<file path="config.mk">
export PLATFORM = sky130hd
export DESIGN_NAME = gp_acmp_sequencer
export DESIGN_NICKNAME = d
export VERILOG_FILES = /design/src/rtl/gp_acmp_sequencer_pkg.sv /design/src/rtl/gp_acmp_sequencer_filter.sv /design/src/rtl/gp_acmp_sequencer.sv
export SDC_FILE = /design/constraint.sdc
export NUM_CORES = 1
export LEC_CHECK = 0
export CORE_MARGIN = 2
export CORE_UTILIZATION = 45
export DETAILED_ROUTE_END_ITERATION = 10
export PLACE_DENSITY = 0.63
export SETUP_SLACK_MARGIN = 0.1
export SLEW_MARGIN = 40
export SYNTH_ARGS = -nofsm -noshare
export SYNTH_HDL_FRONTEND = slang
export SYNTH_SLANG_ARGS = --single-unit
</file>
<file path="constraint.sdc">
create_clock -name clk -period 3 [get_ports clk]
set_input_delay 0.6 -clock clk [delete_from_list [all_inputs] [get_ports clk]]
set_output_delay 0.6 -clock clk [all_outputs]
set_load 0.05 [all_outputs]
</file>
<file path="src/rtl/gp_acmp_sequencer_pkg.sv">
// Shared types and constants for the GreenPAK comparator sequencer and its
// deglitch filter.
package gp_acmp_sequencer_pkg;

  localparam int CNT_W      = 16;
  localparam int FILT_W     = 8;
  localparam int SYNC_DEPTH = 2;

  typedef enum logic [2:0] {
    ST_OFF      = 3'd0,
    ST_WAIT_POR = 3'd1,
    ST_WAIT_BG  = 3'd2,
    ST_SETTLE   = 3'd3,
    ST_RUN      = 3'd4,
    ST_FLT      = 3'd5
  } state_t;

  // Settle/timeout counters stick at all-ones instead of wrapping.
  function automatic logic [CNT_W-1:0] sat_inc(input logic [CNT_W-1:0] v);
    return (v == {CNT_W{1'b1}}) ? v : v + CNT_W'(1);
  endfunction

endpackage

</file>
<file path="src/rtl/gp_acmp_sequencer_filter.sv">
// Synchronizer plus consecutive-sample deglitch filter; produces a clean level
// and one-cycle edge pulses while run is high, and holds everything low otherwise.
module gp_acmp_filter
  import gp_acmp_sequencer_pkg::*;
#(
  parameter int FILTER_CYCLES = 4
) (
  input  logic clk,
  input  logic rst,
  input  logic run,
  input  logic din,
  output logic cmp,
  output logic rise,
  output logic fall
);

  localparam logic [FILT_W-1:0] FILT_LAST = FILT_W'(FILTER_CYCLES - 1);

  logic [SYNC_DEPTH-1:0] sync_reg;
  logic [FILT_W-1:0]     cnt_reg;
  logic                  run_reg;
  logic                  cmp_reg;
  logic                  rise_reg;
  logic                  fall_reg;
  logic                  din_s;

  assign din_s = sync_reg[SYNC_DEPTH-1];

  always_ff @(posedge clk or posedge rst) begin
    if (rst) begin
      sync_reg <= '0;
      cnt_reg  <= '0;
      run_reg  <= 1'b0;
      cmp_reg  <= 1'b0;
      rise_reg <= 1'b0;
      fall_reg <= 1'b0;
    end else begin
      sync_reg <= {sync_reg[SYNC_DEPTH-2:0], din};
      run_reg  <= run;
      rise_reg <= 1'b0;
      fall_reg <= 1'b0;
      if (!run) begin
        cmp_reg <= 1'b0;
        cnt_reg <= '0;
      end else if (!run_reg) begin
        // First RUN cycle: adopt the current level silently, no edge pulse.
        cmp_reg <= din_s;
        cnt_reg <= '0;
      end else if (din_s == cmp_reg) begin
        cnt_reg <= '0;
      end else if (cnt_reg == FILT_LAST) begin
        cmp_reg  <= din_s;
        cnt_reg  <= '0;
        rise_reg <= din_s;
        fall_reg <= ~din_s;
      end else begin
        cnt_reg <= cnt_reg + FILT_W'(1);
      end
    end
  end

  assign cmp  = cmp_reg;
  assign rise = rise_reg;
  assign fall = fall_reg;

endmodule

</file>
<file path="src/rtl/gp_acmp_sequencer.sv">
// Power-up sequencer for the GreenPAK analog comparator: waits for POR and
// bandgap, powers the comparator, settles, then qualifies its output.
module gp_acmp_sequencer
  import gp_acmp_sequencer_pkg::*;
#(
  parameter int SETTLE_CYCLES  = 16,
  parameter int FILTER_CYCLES  = 4,
  parameter int TIMEOUT_CYCLES = 1024
) (
  input  logic clk,
  input  logic rst,
  input  logic enable,
  input  logic rst_done,
  input  logic bg_ok,
  input  logic acmp_out,
  output logic pwren,
  output logic valid,
  output logic cmp,
  output logic rise,
  output logic fall,
  output logic fault
);

  localparam logic [CNT_W-1:0] SETTLE_LAST = CNT_W'(SETTLE_CYCLES - 1);
  localparam logic [CNT_W-1:0] TMO_LAST    = CNT_W'(TIMEOUT_CYCLES - 1);

  logic [SYNC_DEPTH-1:0] rd_sync_reg;
  logic [SYNC_DEPTH-1:0] bg_sync_reg;
  logic                  rd_s;
  logic                  bg_s;

  state_t           state_reg, state_next;
  logic [CNT_W-1:0] settle_cnt_reg, settle_cnt_next;
  logic [CNT_W-1:0] tmo_cnt_reg, tmo_cnt_next;
  logic             pwren_reg;
  logic             valid_reg;
  logic             fault_reg;
  logic             run;

  assign rd_s = rd_sync_reg[SYNC_DEPTH-1];
  assign bg_s = bg_sync_reg[SYNC_DEPTH-1];

  always_ff @(posedge clk or posedge rst) begin
    if (rst) begin
      rd_sync_reg    <= '0;
      bg_sync_reg    <= '0;
      state_reg      <= ST_OFF;
      settle_cnt_reg <= '0;
      tmo_cnt_reg    <= '0;
      pwren_reg      <= 1'b0;
      valid_reg      <= 1'b0;
      fault_reg      <= 1'b0;
    end else begin
      rd_sync_reg    <= {rd_sync_reg[SYNC_DEPTH-2:0], rst_done};
      bg_sync_reg    <= {bg_sync_reg[SYNC_DEPTH-2:0], bg_ok};
      state_reg      <= state_next;
      settle_cnt_reg <= settle_cnt_next;
      tmo_cnt_reg    <= tmo_cnt_next;
      pwren_reg      <= (state_next == ST_SETTLE) || (state_next == ST_RUN);
      valid_reg      <= (state_next == ST_RUN);
      fault_reg      <= (state_next == ST_FLT);
    end
  end

  // Check order inside each state encodes the brown-out priority.
  always_comb begin
    state_next = state_reg;
    if (!enable) begin
      state_next = ST_OFF;
    end else begin
      case (state_reg)
        ST_OFF:      state_next = ST_WAIT_POR;
        ST_WAIT_POR: if (rd_s) state_next = ST_WAIT_BG;
        ST_WAIT_BG: begin
          if (!rd_s)                    state_next = ST_WAIT_POR;
          else if (bg_s)                state_next = ST_SETTLE;
          else if (tmo_cnt_reg == TMO_LAST) state_next = ST_FLT;
        end
        ST_SETTLE: begin
          if (!rd_s)                           state_next = ST_WAIT_POR;
          else if (!bg_s)                      state_next = ST_WAIT_BG;
          else if (settle_cnt_reg == SETTLE_LAST) state_next = ST_RUN;
        end
        ST_RUN: begin
          if (!rd_s)       state_next = ST_WAIT_POR;
          else if (!bg_s)  state_next = ST_WAIT_BG;
        end
        ST_FLT:  state_next = ST_FLT;
        default: state_next = ST_OFF;
      endcase
    end
  end

  // Counters only run in their own state, so every entry starts from zero.
  always_comb begin
    tmo_cnt_next    = (state_reg == ST_WAIT_BG) ? sat_inc(tmo_cnt_reg) : '0;
    settle_cnt_next = (state_reg == ST_SETTLE) ? sat_inc(settle_cnt_reg) : '0;
  end

  assign run = (state_next == ST_RUN);

  gp_acmp_filter #(
    .FILTER_CYCLES(FILTER_CYCLES)
  ) u_filter (
    .clk (clk),
    .rst (rst),
    .run (run),
    .din (acmp_out),
    .cmp (cmp),
    .rise(rise),
    .fall(fall)
  );

  assign pwren = pwren_reg;
  assign valid = valid_reg;
  assign fault = fault_reg;

endmodule
</file>
# Yosys cells after proc, flatten, opt, wreduce, memory -nomap -nowiden

Index checks and enable logic that the tools add are counted.

Bits in registers: 55
Word-level logic and storage cells: 69

$add $sub $neg: 3
Eq/ne operators: 18
Muxes and demuxes: 31
Bitwise gates (word level): 1
Reduce and logical (&&, ||, !) cells: 3

Operators with widths:

| cell                    | count |
|---|---|
| $mux W16                | 4 |
| $add A16 B1 Y16 const B | 2 |
| $eq A16 B16 Y1 const B  | 2 |
| $mux W8                 | 4 |
| $mux W3                 | 10 |
| $pmux W3 S6             | 1 |
| $eq A16 B10 Y1 const B  | 1 |
| $eq A16 B4 Y1 const B   | 1 |
| $eq A3 B3 Y1 const B    | 4 |
| $mux W1                 | 12 |
| $eq A3 B2 Y1 const B    | 3 |
| $add A8 B1 Y8 const B   | 1 |
| $eq A8 B2 Y1 const B    | 1 |
| $ne A3 B3 Y1 const B    | 2 |
| $ne A2 B2 Y1 const B    | 2 |
| $eq A3 B1 Y1 const B    | 1 |
| $logic_not A3 Y1        | 1 |
| $reduce_and A2 Y1       | 1 |
| $eq A1 B1 Y1            | 1 |
| $logic_or A1 B1 Y1      | 1 |
| $not A1 Y1              | 1 |

# Depth between registers and ports, before layout

Gate-level depths: netlist of run 1.

Depth in word-level cells: 9
Gate-level depth with buffers: 7
Gate-level depth less buffers: 6

# Modules after synthesis

From an unflattened synthesis of run 1, not the netlist that was laid out.

Cell total of the unflattened synthesis: 277
Area, all modules: 2,702.6 um^2

Modules (own cells, without submodules):

| module            | instances | cells an instance | area each (um^2) |
|---|---|---|---|
| gp_acmp_sequencer | 1         | 222               | 2,103.3 |
| gp_acmp_filter    | 1         | 55                | 599.3 |

# Worst setup path before layout of run 1

OpenSTA, ideal clock, no wires.

Path kind: register to register
Start point: register settle_cnt_reg[15]
End point: register u_filter.rise_reg, in the netlist u_filter.rise
Library setup time: 0.096 ns
Data arrival time: 2.101 ns
Required time: 2.904 ns
Setup slack: 0.803 ns
Stages on the path, launching flop included: 6
Path through: dfrtp_1 > or4_1 > or4_4 > a2bb2oi_1 > nand4bb_4 > nor4_2

Cells in the longest elaborated chain, start to end: 8

RTL lines:

| item                   | line                           | source |
|---|---|---|
| from (decl)            | gp_acmp_sequencer.sv:33        | `logic [CNT_W-1:0] settle_cnt_reg, settle_cnt_next;` |
| from (signal assigned) | gp_acmp_sequencer.sv:57        | `settle_cnt_reg <= settle_cnt_next;` |
| $eq A16 B4 Y1          | gp_acmp_sequencer.sv:82        | `else if (settle_cnt_reg == SETTLE_LAST) state_next = ST_RUN;` |
| $mux W3                | gp_acmp_sequencer.sv:82        |  |
| $mux W3                | gp_acmp_sequencer.sv:81        | `else if (!bg_s) state_next = ST_WAIT_BG;` |
| $mux W3                | gp_acmp_sequencer.sv:80        | `if (!rd_s) state_next = ST_WAIT_POR;` |
| $pmux W3 S6            | gp_acmp_sequencer.sv:71        | `case (state_reg)` |
| $mux W3                | gp_acmp_sequencer.sv:68        | `if (!enable) begin` |
| $eq A3 B3 Y1           | gp_acmp_sequencer.sv:100       | `assign run = (state_next == ST_RUN);` |
| $mux W1                | gp_acmp_sequencer_filter.sv:42 | `if (!run) begin` |
| to (signal assigned)   | gp_acmp_sequencer_filter.sv:54 | `rise_reg <= din_s;` |
| to (decl)              | gp_acmp_sequencer_filter.sv:23 | `logic rise_reg;` |

No other way between the ends.
A chain may end at the register's enable or synchronous reset.

# Worst setup path after layout of run 1

Ends and elaborated chain as after synthesis.

==> impl_metrics.csv, run 1 <==
group,metric,value,unit
synth,edff_count_synth,0,
worst_setup_path,timing.setup.critical_path_class,"flip-flop to flip-flop",
worst_setup_path,r2r_depth,5,
synth,synth_flop_cell,"sky130_fd_sc_hd__dfrtp_1",
clock_tree,ctsHtreeMaxLevel,2,
route,postRouteWirelength,4920,um
floorplanning,std_cell_rows,28,
place,pre_cts_ws,546,ps
timing,final_min_period_over_clock_period,82.0,%
min_path,whs_path_depth,0,
cells_and_area,num-nets-final,306,
timing,transition_at_the_pin_with_the_smallest_max_transition_slack,586,ps
worst_setup_path,worst_path_max_fanout,13,
worst_setup_path,critical_path.startpoint_type,"flip-flop",
timing,finClkSkew,5.62,ps
cells_and_area,antennaDiodeCount,0,
clock_tree,post_cts.resized_instances,0,
clock_tree,insertion_delay,300,ps
timing,rsz_0062_raised_after_global_routing,"false",
synth,synth-async-reset-ratio,100,%
synth,yosys_warnings,0,
synth,synth_top_cells_by_area,"sky130_fd_sc_hd__dfrtp_1 (50%), sky130_fd_sc_hd__xnor2_1 (6.9%), sky130_fd_sc_hd__nor2_1 (5.0%)",
global_route,vias_in_the_first_global_route,1909,
clock_tree,clk_root_buffer_cell,"sky130_fd_sc_hd__clkbuf_8",
timing,worst_slew_margin_rel,60.9,%
timing,final.setup.worst_slack,541,ps
min_path,hold_path.class,"flip-flop to flip-flop",
floorplanning,dieHeight,82.5,um
clock_tree,cts-root-to-sink-buffers,2,
worst_setup_path,crit_path_max_incr_delay,560,ps
clock_tree,cts_hold_repair.buffers,0,
timing,setup_viol_count_final,0,
floorplanning,die_area,6810,um2
route,dr.pass1.iters,4,
synth,ys_ff_latch,55,
synth,synth_area_leader_cell,"sky130_fd_sc_hd__dfrtp_1",
synth,synth_top_cell_area_share,49.6,%
pwr,post-layout-total-power,0.00133,W
worst_setup_path,crit_slowest_cell,"sky130_fd_sc_hd__or4_4",
place,dpl.hpwl,3550,um
worst_setup_path,path_cells,"or4_1 -> or4_4 -> a2bb2oi_1 -> nand4bb_4 -> nor4_2",
route,number_of_remaining_drc_errors,0,
clock_tree,path_clk_slew,90,ps
global_route,overflow,0,
cells_and_area,multiInputGateArea,1330,um2
place,dpl.cell_count,365,
worst_setup_path,worst_ep_required_time,3210,ps
floorplanning,boundaryPins,12,
cells_and_area,post_route_cells_drive_above_1_share,8.72,%
place,gp_congestion,0.818,
timing,max_freq,407,MHz
synth,synth-seq-area-share,49.6,%
cells_and_area,flow.area_growth_from_synthesis,11.3,%
timing,timing.final.hold_violations,0,
synth,synthesis.area,2780,um2
floorplanning,die-width,82.5,um
global_route,antenna_found_initial,0,
cells_and_area,fin_util,51.8,%
global_route,wire_length_of_the_first_global_routing_pass,8500,um
pwr,power.ir.vdd_worst,0.227,mV
clock_tree,numCtsBuffers,5,
worst_setup_path,worstSetupEndpointType,"flip-flop",
cells_and_area,fillers,574,
cells_and_area,ff_latch_area,1380,um2
timing,final.setup.tns,0,ps
worst_setup_path,path_depth,5,
global_route,largest_net_degree_at_the_start_of_global_routing,25,
pwr,pwr_density_cell,432,nW/um2
flow_run,cap_viol_max_count,0,
worst_setup_path,critical_path_arrival,2670,ps
timing,period_needed,2460,ps
clock_tree,tritoncts_clock_tree,"done",
route,detail_route.iter0.violations,114,
worst_setup_path,timing.critical_path.max_delay_family,"simple AND/OR/NAND/NOR gates",
route,avgRoutedWirePerCell,13.2,um
global_route,grt_usage,16.1,%
synth,postSynthCellCount,283,
outcome,run_status,"complete, no violations",
route,drt.antenna.violating_nets,0,
floorplanning,start_util,46.6,%
clock_tree,numClockSinks,55,
route,num_vias,2012,
timing,final-max-slew-violation-count,0,
floorplanning,core_area,5960,um2
worst_setup_path,crit_buf_inv,0,
synth,most_frequent_cell_after_synthesis,"sky130_fd_sc_hd__dfrtp_1",
cells_and_area,final-instance-count-excl-fill,373,
place,io_buffers,11,
pwr,leakage,1.21,nW
synth,distinct_cell_type_count_of_the_synthesized_netlist,46,
synth,synth_top_cells_by_count,"sky130_fd_sc_hd__dfrtp_1 (55), sky130_fd_sc_hd__nor2_1 (37), sky130_fd_sc_hd__nand3_1 (23)",
synth,syn_nets,292,
synth,synthesis.area_per_instance,9.81,um2
route,vias_per_cell,5.39,
clock_tree,cts_setup_buffers,0,
==> cell families after synthesis <==
logic type | after synthesis | share of synthesized area, %
AOI/OAI and AO/OA | 35 | 8.52
xor gates and xnor gates | 28 | 8.84
adders and majority gates | 3 | 1.35
buffers and inverters | 16 | 2.84
DFF | 55 | 49.6
muxes | 1 | 0.361
and+or+nand+nor | 145 | 28.5
==> final timing paths <==
check / start / endpoint / slack [ps]
setup / recovery: settle_cnt_reg[15] / u_filter.rise / 540
hold / removal: bg_sync_reg[0] / bg_sync_reg[1] / 350
setup reg to reg: settle_cnt_reg[15] / u_filter.rise / 540
hold reg to reg: bg_sync_reg[0] / bg_sync_reg[1] / 350
max in group asynchronous: rst / state_reg[2] / 1850
min in group asynchronous: rst / rd_sync_reg[0] / 560
==> final cells by class <==
cell class | instances | share of cell area [%]
Clock buffer | 6 | 2.67
Clock inverter | 2 | 1.13
Inverter | 7 | 0.851
Multi-Input combinational cell | 212 | 42.9
Sequential cell | 55 | 44.6
Tap cell | 75 | 3.04
Timing Repair Buffer | 16 | 4.78
==> placed cells by master (no fill, tap or decap), types with 7 or more instances in the layout <==
master                             n
sky130_fd_sc_hd__xnor2_1          22
sky130_fd_sc_hd__dfrtp_1          55
sky130_fd_sc_hd__nor2_1           37
sky130_fd_sc_hd__nand2_1          22
sky130_fd_sc_hd__clkdlybuf4s50_1  11
sky130_fd_sc_hd__nand3_1          23
sky130_fd_sc_hd__nor3_1           12
sky130_fd_sc_hd__nand4_1           7
sky130_fd_sc_hd__o21ai_0           9
==> where the power goes <==
part           leakage [nW]  internal, W  switching (W)
clock                0.0612     0.000270       0.000231
combinational         0.401    0.0000271      0.0000428
sequential            0.751     0.000750      0.0000117
total                  1.21      0.00105       0.000285
==> metrics by stage <==
| stage | hold slack [ps] | cell area (um2) |
|---|---|---|
| 6_report | 354 | 3090 |
| 3_5_place_dp | 336 | 2970 |
| 4_1_cts | 364 | 3090 |
| 2_1_floorplan | 331 | 2780 |
| 3_3_place_gp | 335 | 2970 |
| 5_1_grt | 365 | 3090 |
==> routing by layer <==
layer / share of wire, % / vias up / global-route usage, %
met5: 0 / - / 0
met4: 0.81 / 0 / 3.44
met3: 2.3 / 4 / 4.57
met2: 47 / 15 / 26.5
met1: 50 / 961 / 21.2
li1: - / 1032 / -
No activity file was read; power rests on OpenSTA's default activity.
==> run 2: changes to the inputs <==
- PLACE_DENSITY: 0.63 -> 0.66
- clock period: 3 -> 2.15 ns (I/O delays scaled with it)
==> run 2 against run 1 <==
Net effect: clock power grew 19%; sequential share of layout area down 2.8 points; largest power group unchanged; final cell count increased by 5.1%; the flow now finishes with violations (setup timing); register-to-register slack got worse by 620 ps; worst hold slack better by 4.5 ps.
==> impl_metrics.csv, run 2 (synthesis gave the netlist of run 1 again) <==
group,metric,value,unit
route,postRouteWirelength,5610,um
route,dr.pass1.iters,4,
cells_and_area,antennaDiodeCount,0,
cells_and_area,mostFrequentLayoutCells,"sky130_fd_sc_hd__dfrtp_1 (55), sky130_fd_sc_hd__nor2_1 (36)",
global_route,vias_in_the_first_global_route,2053,
place,gp_congestion,0.810,
route,num_vias,2142,
floorplanning,die_area,6810,um2
clock_tree,insertion_delay,320,ps
worst_setup_path,worstSetupEndpointType,"flip-flop",
pwr,leakage,1.33,nW
worst_setup_path,crit_slowest_cell,"sky130_fd_sc_hd__or4_4",
clock_tree,numCtsBuffers,5,
global_route,overflow,0,
outcome,run_status,"finished, violations left",
worst_setup_path,critical_path_arrival,2470,ps
clock_tree,path_clk_slew,110,ps
cells_and_area,post_route_cells_drive_above_1_share,16.4,%
worst_setup_path,critical_path.startpoint_type,"flip-flop",
cells_and_area,fillers,511,
worst_setup_path,timing.critical_path.max_delay_family,"simple AND/OR/NAND/NOR gates",
worst_setup_path,critical_path.most_common_cell,"sky130_fd_sc_hd__or4_4",
route,drt.antenna.violating_nets,0,
min_path,hold_path.class,"flip-flop to flip-flop",
timing,final.setup.worst_slack,-80.7,ps
place,io_buffers,11,
floorplanning,die-width,82.5,um
timing,setup_viol_count_final,13,
worst_setup_path,crit_buf_inv,1,
worst_setup_path,crit_path_max_incr_delay,560,ps
timing,worst_slew_margin_rel,55.7,%
pwr,post-layout-total-power,0.00178,W
floorplanning,std_cell_rows,28,
timing,transition_at_the_pin_with_the_smallest_max_transition_slack,663,ps
timing,period_needed,2230,ps
cells_and_area,num-nets-final,325,
global_route,grt_usage,18.4,%
clock_tree,numClockSinks,55,
floorplanning,core_area,5960,um2
timing,final_min_period_over_clock_period,104,%
pwr,pwr_density_cell,539,nW/um2
worst_setup_path,path_cells,"or4_4 -> or4_4 -> buf_4 -> nand3_4 -> nand4bb_4 -> nor3_1",
timing,final-max-slew-violation-count,0,
route,vias_per_cell,5.46,
timing,rsz_0062_raised_after_global_routing,"true",
cells_and_area,layout.cells.most_common,"sky130_fd_sc_hd__dfrtp_1",
floorplanning,boundaryPins,12,
route,avgRoutedWirePerCell,14.3,um
flow_run,cap_viol_max_count,0,
clock_tree,clk_root_buffer_cell,"sky130_fd_sc_hd__clkbuf_8",
clock_tree,cts-root-to-sink-buffers,2,
route,number_of_remaining_drc_errors,0,
outcome,violations,"setup timing",
clock_tree,ctsHtreeMaxLevel,2,
timing,max_freq,448,MHz
global_route,antenna_found_initial,0,
place,dpl.hpwl,3820,um
timing,hold_ws,359,ps
worst_setup_path,worst_ep_required_time,2380,ps
floorplanning,start_util,46.6,%
route,detail_route.iter0.violations,106,
worst_setup_path,timing.setup.critical_path_class,"flip-flop to flip-flop",
cells_and_area,flow.area_growth_from_synthesis,18.8,%
floorplanning,dieHeight,82.5,um
clock_tree,tritoncts_clock_tree,"done",
global_route,largest_net_degree_at_the_start_of_global_routing,56,
timing,finClkSkew,13.6,ps
timing,timing.final.hold_violations,0,
worst_setup_path,worst_path_max_fanout,7,
pwr,power.ir.vdd_worst,0.318,mV
global_route,wire_length_of_the_first_global_routing_pass,9620,um
-- run 2: cell count changes in the layout (fill, tap and decap cells not counted), moves of 2 or more --
| cell | before | now |
|---|---|---|
| sky130_fd_sc_hd__clkinvlp_4 | 0 | 2 |
| sky130_fd_sc_hd__nor4b_1 | 2 | 0 |
| sky130_fd_sc_hd__nor4b_2 | 0 | 2 |
| sky130_fd_sc_hd__clkdlybuf4s50_1 | 11 | 9 |
| sky130_fd_sc_hd__buf_4 | 5 | 22 |
-- run 2: power breakdown --
| part | switching (W) | internal, W |
|---|---|---|
| clock | 0.000364 | 0.000234 |
| sequential | 0.0000175 | 0.00105 |
| combinational | 0.0000668 | 0.0000472 |
| total | 0.000448 | 0.00133 |
-- run 2: repair_timing --
action	4_1_cts	5_1_grt
hold buffers	0	0
setup buffers	1	1
pin swaps	2	6
resized for setup	5	8
endpoints found under the setup margin	15	19
gates cloned	1	0
-- run 2: final timing paths --
check,from,end,slack (ps),cells past startpoint
max,settle_cnt_reg[6],u_filter.fall,-80,6
min,rd_sync_reg[0],rd_sync_reg[1],360,0
max reg2reg,settle_cnt_reg[6],u_filter.fall,-80,6
min reg2reg,rd_sync_reg[0],rd_sync_reg[1],360,0
max in group asynchronous,rst,rd_sync_reg[0],1450,3
min in group asynchronous,rst,tmo_cnt_reg[8],470,3
-- run 2: area by class of cell --
type | instances | area [um2] | share of cell area (%)
clock inverters | 3 | 23.8 | 0.721
well taps | 75 | 93.8 | 2.85
repair buffers | 34 | 297 | 8.99
flip-flops and latches | 55 | 1380 | 41.7
multi-input cells | 213 | 1410 | 42.8
clock buffers | 5 | 68.8 | 2.09
inverters | 7 | 26.3 | 0.797
-- run 2: worst register-to-register path, delay by kind of cell (launching register included) --
| family | cells | cell delay, ps |
|---|---|---|
| and+or+nand+nor | 5 | 1600 |
| DFF | 1 | 390 |
| buffers and inverters | 1 | 160 |
-- run 2: through the flow --
stage          worst slack [ps]  cell area (um2)  TNS, ps  util [%]  std cells
2_1_floorplan              18.0             2780        0         -        283
4_1_cts                    -121             3250     -686      54.6        391
6_report                  -80.7             3300     -538      55.4        392
5_1_grt                    -167             3300    -1680      55.4        392
3_5_place_dp               -128             3110     -480      52.2        381
3_3_place_gp              -72.7             3110     -149      52.2        381
-- run 2: per-layer routing --
layer	GRT usage, %	vias to the layer above	part of all wire, %
met1	24.9	1036	49
met3	3.26	3	2.4
met2	30.8	29	48
met5	0	-	0
li1	-	1074	-
met4	3.93	0	0.69
==> run 3: changes to the inputs <==
- ABC_AREA: default -> 1
- PLACE_DENSITY: 0.66 -> 0.65
==> run 3 against run 2 <==
Net effect: first-iteration DRC count grew 36%; non-clock buffer count down 18; critical path depth decreased by 5; register-to-register slack better by 420 ps; the run now ends clean; clock power up 18%; total power rose by 6.5%; fmax grew 14%; clock skew shrank 6.2 ps; design area fell by 0.15%; setup slack improved by 270 ps; via count rose by 18%; count of clock-buffer cells in the layout unchanged.
==> impl_metrics.csv, run 3 <==
group,metric,value,unit
worst_setup_path,critical_path.startpoint_type,"flip-flop",
cells_and_area,num-nets-final,404,
clock_tree,path_clk_slew,100,ps
timing,setup_viol_count_final,0,
floorplanning,die-width,84.7,um
clock_tree,clk_root_buffer_cell,"sky130_fd_sc_hd__clkbuf_8",
global_route,grt_usage,18.1,%
worst_setup_path,critical_path_arrival,1530,ps
global_route,largest_net_degree_at_the_start_of_global_routing,56,
floorplanning,boundaryPins,12,
route,num_vias,2534,
route,avgRoutedWirePerCell,12.8,um
place,io_buffers,11,
synth,most_frequent_cell_after_synthesis,"sky130_fd_sc_hd__nand2_1",
cells_and_area,antennaDiodeCount,0,
synth,edff_count_synth,0,
timing,finClkSkew,7.46,ps
synth,distinct_cell_type_count_of_the_synthesized_netlist,33,
synth,postSynthCellCount,375,
route,vias_per_cell,5.36,
pwr,p_comb_share,6.6,%
cells_and_area,layout.cells.most_common,"sky130_fd_sc_hd__nand2_1",
synth,synth_area_leader_cell,"sky130_fd_sc_hd__dfrtp_1",
synth,synth-async-reset-ratio,100,%
outcome,run_status,"complete, no violations",
synth,synth_top_cells_by_count,"sky130_fd_sc_hd__nand2_1 (73), sky130_fd_sc_hd__nor2_1 (57), sky130_fd_sc_hd__dfrtp_1 (55)",
synth,synth_flop_cell,"sky130_fd_sc_hd__dfrtp_1",
cells_and_area,fillers,614,
timing,hold_ws,357,ps
pwr,internal_power_contribution,0.00144,W
global_route,overflow,0,
worst_setup_path,crit_slowest_cell,"sky130_fd_sc_hd__clkdlybuf4s50_1",
floorplanning,core_area,6310,um2
timing,rsz_0062_raised_after_global_routing,"false",
worst_setup_path,worst_path_max_fanout,2,
cells_and_area,multiInputGateArea,1370,um2
worst_setup_path,timing.setup.critical_path_class,"flip-flop to primary output",
worst_setup_path,worst_ep_required_time,1720,ps
synth,ys_ff_latch,55,
route,postRouteWirelength,6030,um
clock_tree,numCtsBuffers,5,
pwr,leakage,1.46,nW
pwr,power.ir.vdd_worst,0.448,mV
cells_and_area,post_route_cells_drive_above_1_share,9.85,%
timing,final-max-slew-violation-count,0,
worst_setup_path,worstSetupEndpointType,"primary output",
timing,final.setup.tns,0,ps
timing,max_freq,510,MHz
route,dr.pass1.iters,4,
place,gp_congestion,0.906,
route,detail_route.iter0.violations,144,
floorplanning,die_area,7180,um2
clock_tree,cts-root-to-sink-buffers,2,
clock_tree,insertion_delay,310,ps
worst_setup_path,crit_path_max_incr_delay,820,ps
clock_tree,tritoncts_clock_tree,"done",
timing,transition_at_the_pin_with_the_smallest_max_transition_slack,604,ps
global_route,wire_length_of_the_first_global_routing_pass,10700,um
pwr,seqPwrFrac,56.3,%
timing,worst_slew_margin_rel,59.6,%
clock_tree,ctsHtreeMaxLevel,2,
synth,synth_top_cells_by_area,"sky130_fd_sc_hd__dfrtp_1 (47%), sky130_fd_sc_hd__nand2_1 (9.3%), sky130_fd_sc_hd__nor2_1 (7.3%)",
clock_tree,cts_setup_buffers,0,
flow_run,cap_viol_max_count,0,
pwr,switch_share,24.0,%
clock_tree,cts_hold_repair.buffers,0,
floorplanning,start_util,46.5,%
worst_setup_path,timing.critical_path.max_delay_family,"buffers and inverters",
route,drt.antenna.violating_nets,0,
global_route,antenna_found_initial,0,
route,number_of_remaining_drc_errors,0,
cells_and_area,flow.area_growth_from_synthesis,12.2,%
timing,timing.final.hold_violations,0,
cells_and_area,ff_latch_area,1380,um2
timing,period_needed,1960,ps
synth,synthesis.area,2930,um2
cells_and_area,mostFrequentLayoutCells,"sky130_fd_sc_hd__nand2_1 (73), sky130_fd_sc_hd__nor2_1 (57), sky130_fd_sc_hd__dfrtp_1 (55)",
synth,yosys_warnings,0,
floorplanning,dieHeight,84.7,um
min_path,hold_path.class,"flip-flop to flip-flop",
pwr,clockPowerShare,37.1,%
worst_setup_path,crit_buf_inv,1,
timing,final_min_period_over_clock_period,91.3,%
pwr,pwr_density_cell,575,nW/um2
global_route,vias_in_the_first_global_route,2334,
synth,synthesis.area_per_instance,7.82,um2
floorplanning,std_cell_rows,29,
synth,synth-seq-area-share,46.9,%
clock_tree,numClockSinks,55,
synth,syn_nets,384,
worst_setup_path,path_cells,"clkdlybuf4s50_1",
place,dpl.hpwl,4420,um
pwr,post-layout-total-power,0.00189,W
synth,synth_top_cell_area_share,46.9,%
pwr,power.switching,0.000454,W
## run 3: cell type report
type                    instances  area share (%)
well taps                      77            2.93
clock inverters                 3            1.41
multi-input cells             270            41.6
clock buffers                   5            2.09
repair buffers                 16            4.86
inverters                      47            5.36
flip-flops and latches         55            41.8
## run 3: path summary, 6_finish.rpt
path,from,end,slack (ps),cells after the start
setup reg to reg,u_filter.cnt_reg[0],u_filter.cmp,340,6
setup / recovery,u_filter.run_reg,valid,190,1
hold / removal,rd_sync_reg[0],rd_sync_reg[1],360,0
min in group asynchronous,rst,fault,470,3
hold reg to reg,rd_sync_reg[0],rd_sync_reg[1],360,0
max in group asynchronous,rst,settle_cnt_reg[3],1440,3
## run 3: power groups by stage
stage	registers [W]	clock network [W]	logic, W
6_report	0.00106	0.000703	0.000125
5_1_grt	0.00107	0.000767	0.000141
4_1_cts	0.00106	0.000724	0.000124
3_5_place_dp	0.00109	0	0.000124
3_3_place_gp	0.00108	0	0.000123
2_1_floorplan	0.00109	0	0.0000714
## run 3: cells by family after synthesis
| kind of cell | share of synthesized area [%] |
|---|---|
| buffers and inverters | 6.69 |
| and+or+nand+nor | 32.3 |
| xor gates and xnor gates | 2.39 |
| DFF | 46.9 |
| AOI/OAI and AO/OA | 10.4 |
| adders and majority gates | 1.28 |
## run 3: through the flow
stage	setup WS, ps	util (%)	cells	area [um2]
CTS	165	52.0	473	3290
finish	188	52.2	473	3290
global route	131	52.2	473	3290
global placement	364	50.2	465	3170
detailed placement	266	50.2	465	3170
floorplan	377	-	375	2930
## run 3: per-layer routing
layer  share of wire [%]  wire length [um]  global-route usage [%]  vias to the layer above
met4                0.73                44                    4.33                        0
met3                 4.4               267                    3.24                        4
met1                  50              3030                    27.2                     1177
met5                   0                 0                       0                        -
li1                    -                 -                       -                     1285
met2                  45              2690                    27.3                       68
## run 3: timing repair
action	in CTS	in global routing
hold endpoints to repair	0	0
setup endpoints to repair	0	13
gates resized for setup	0	1
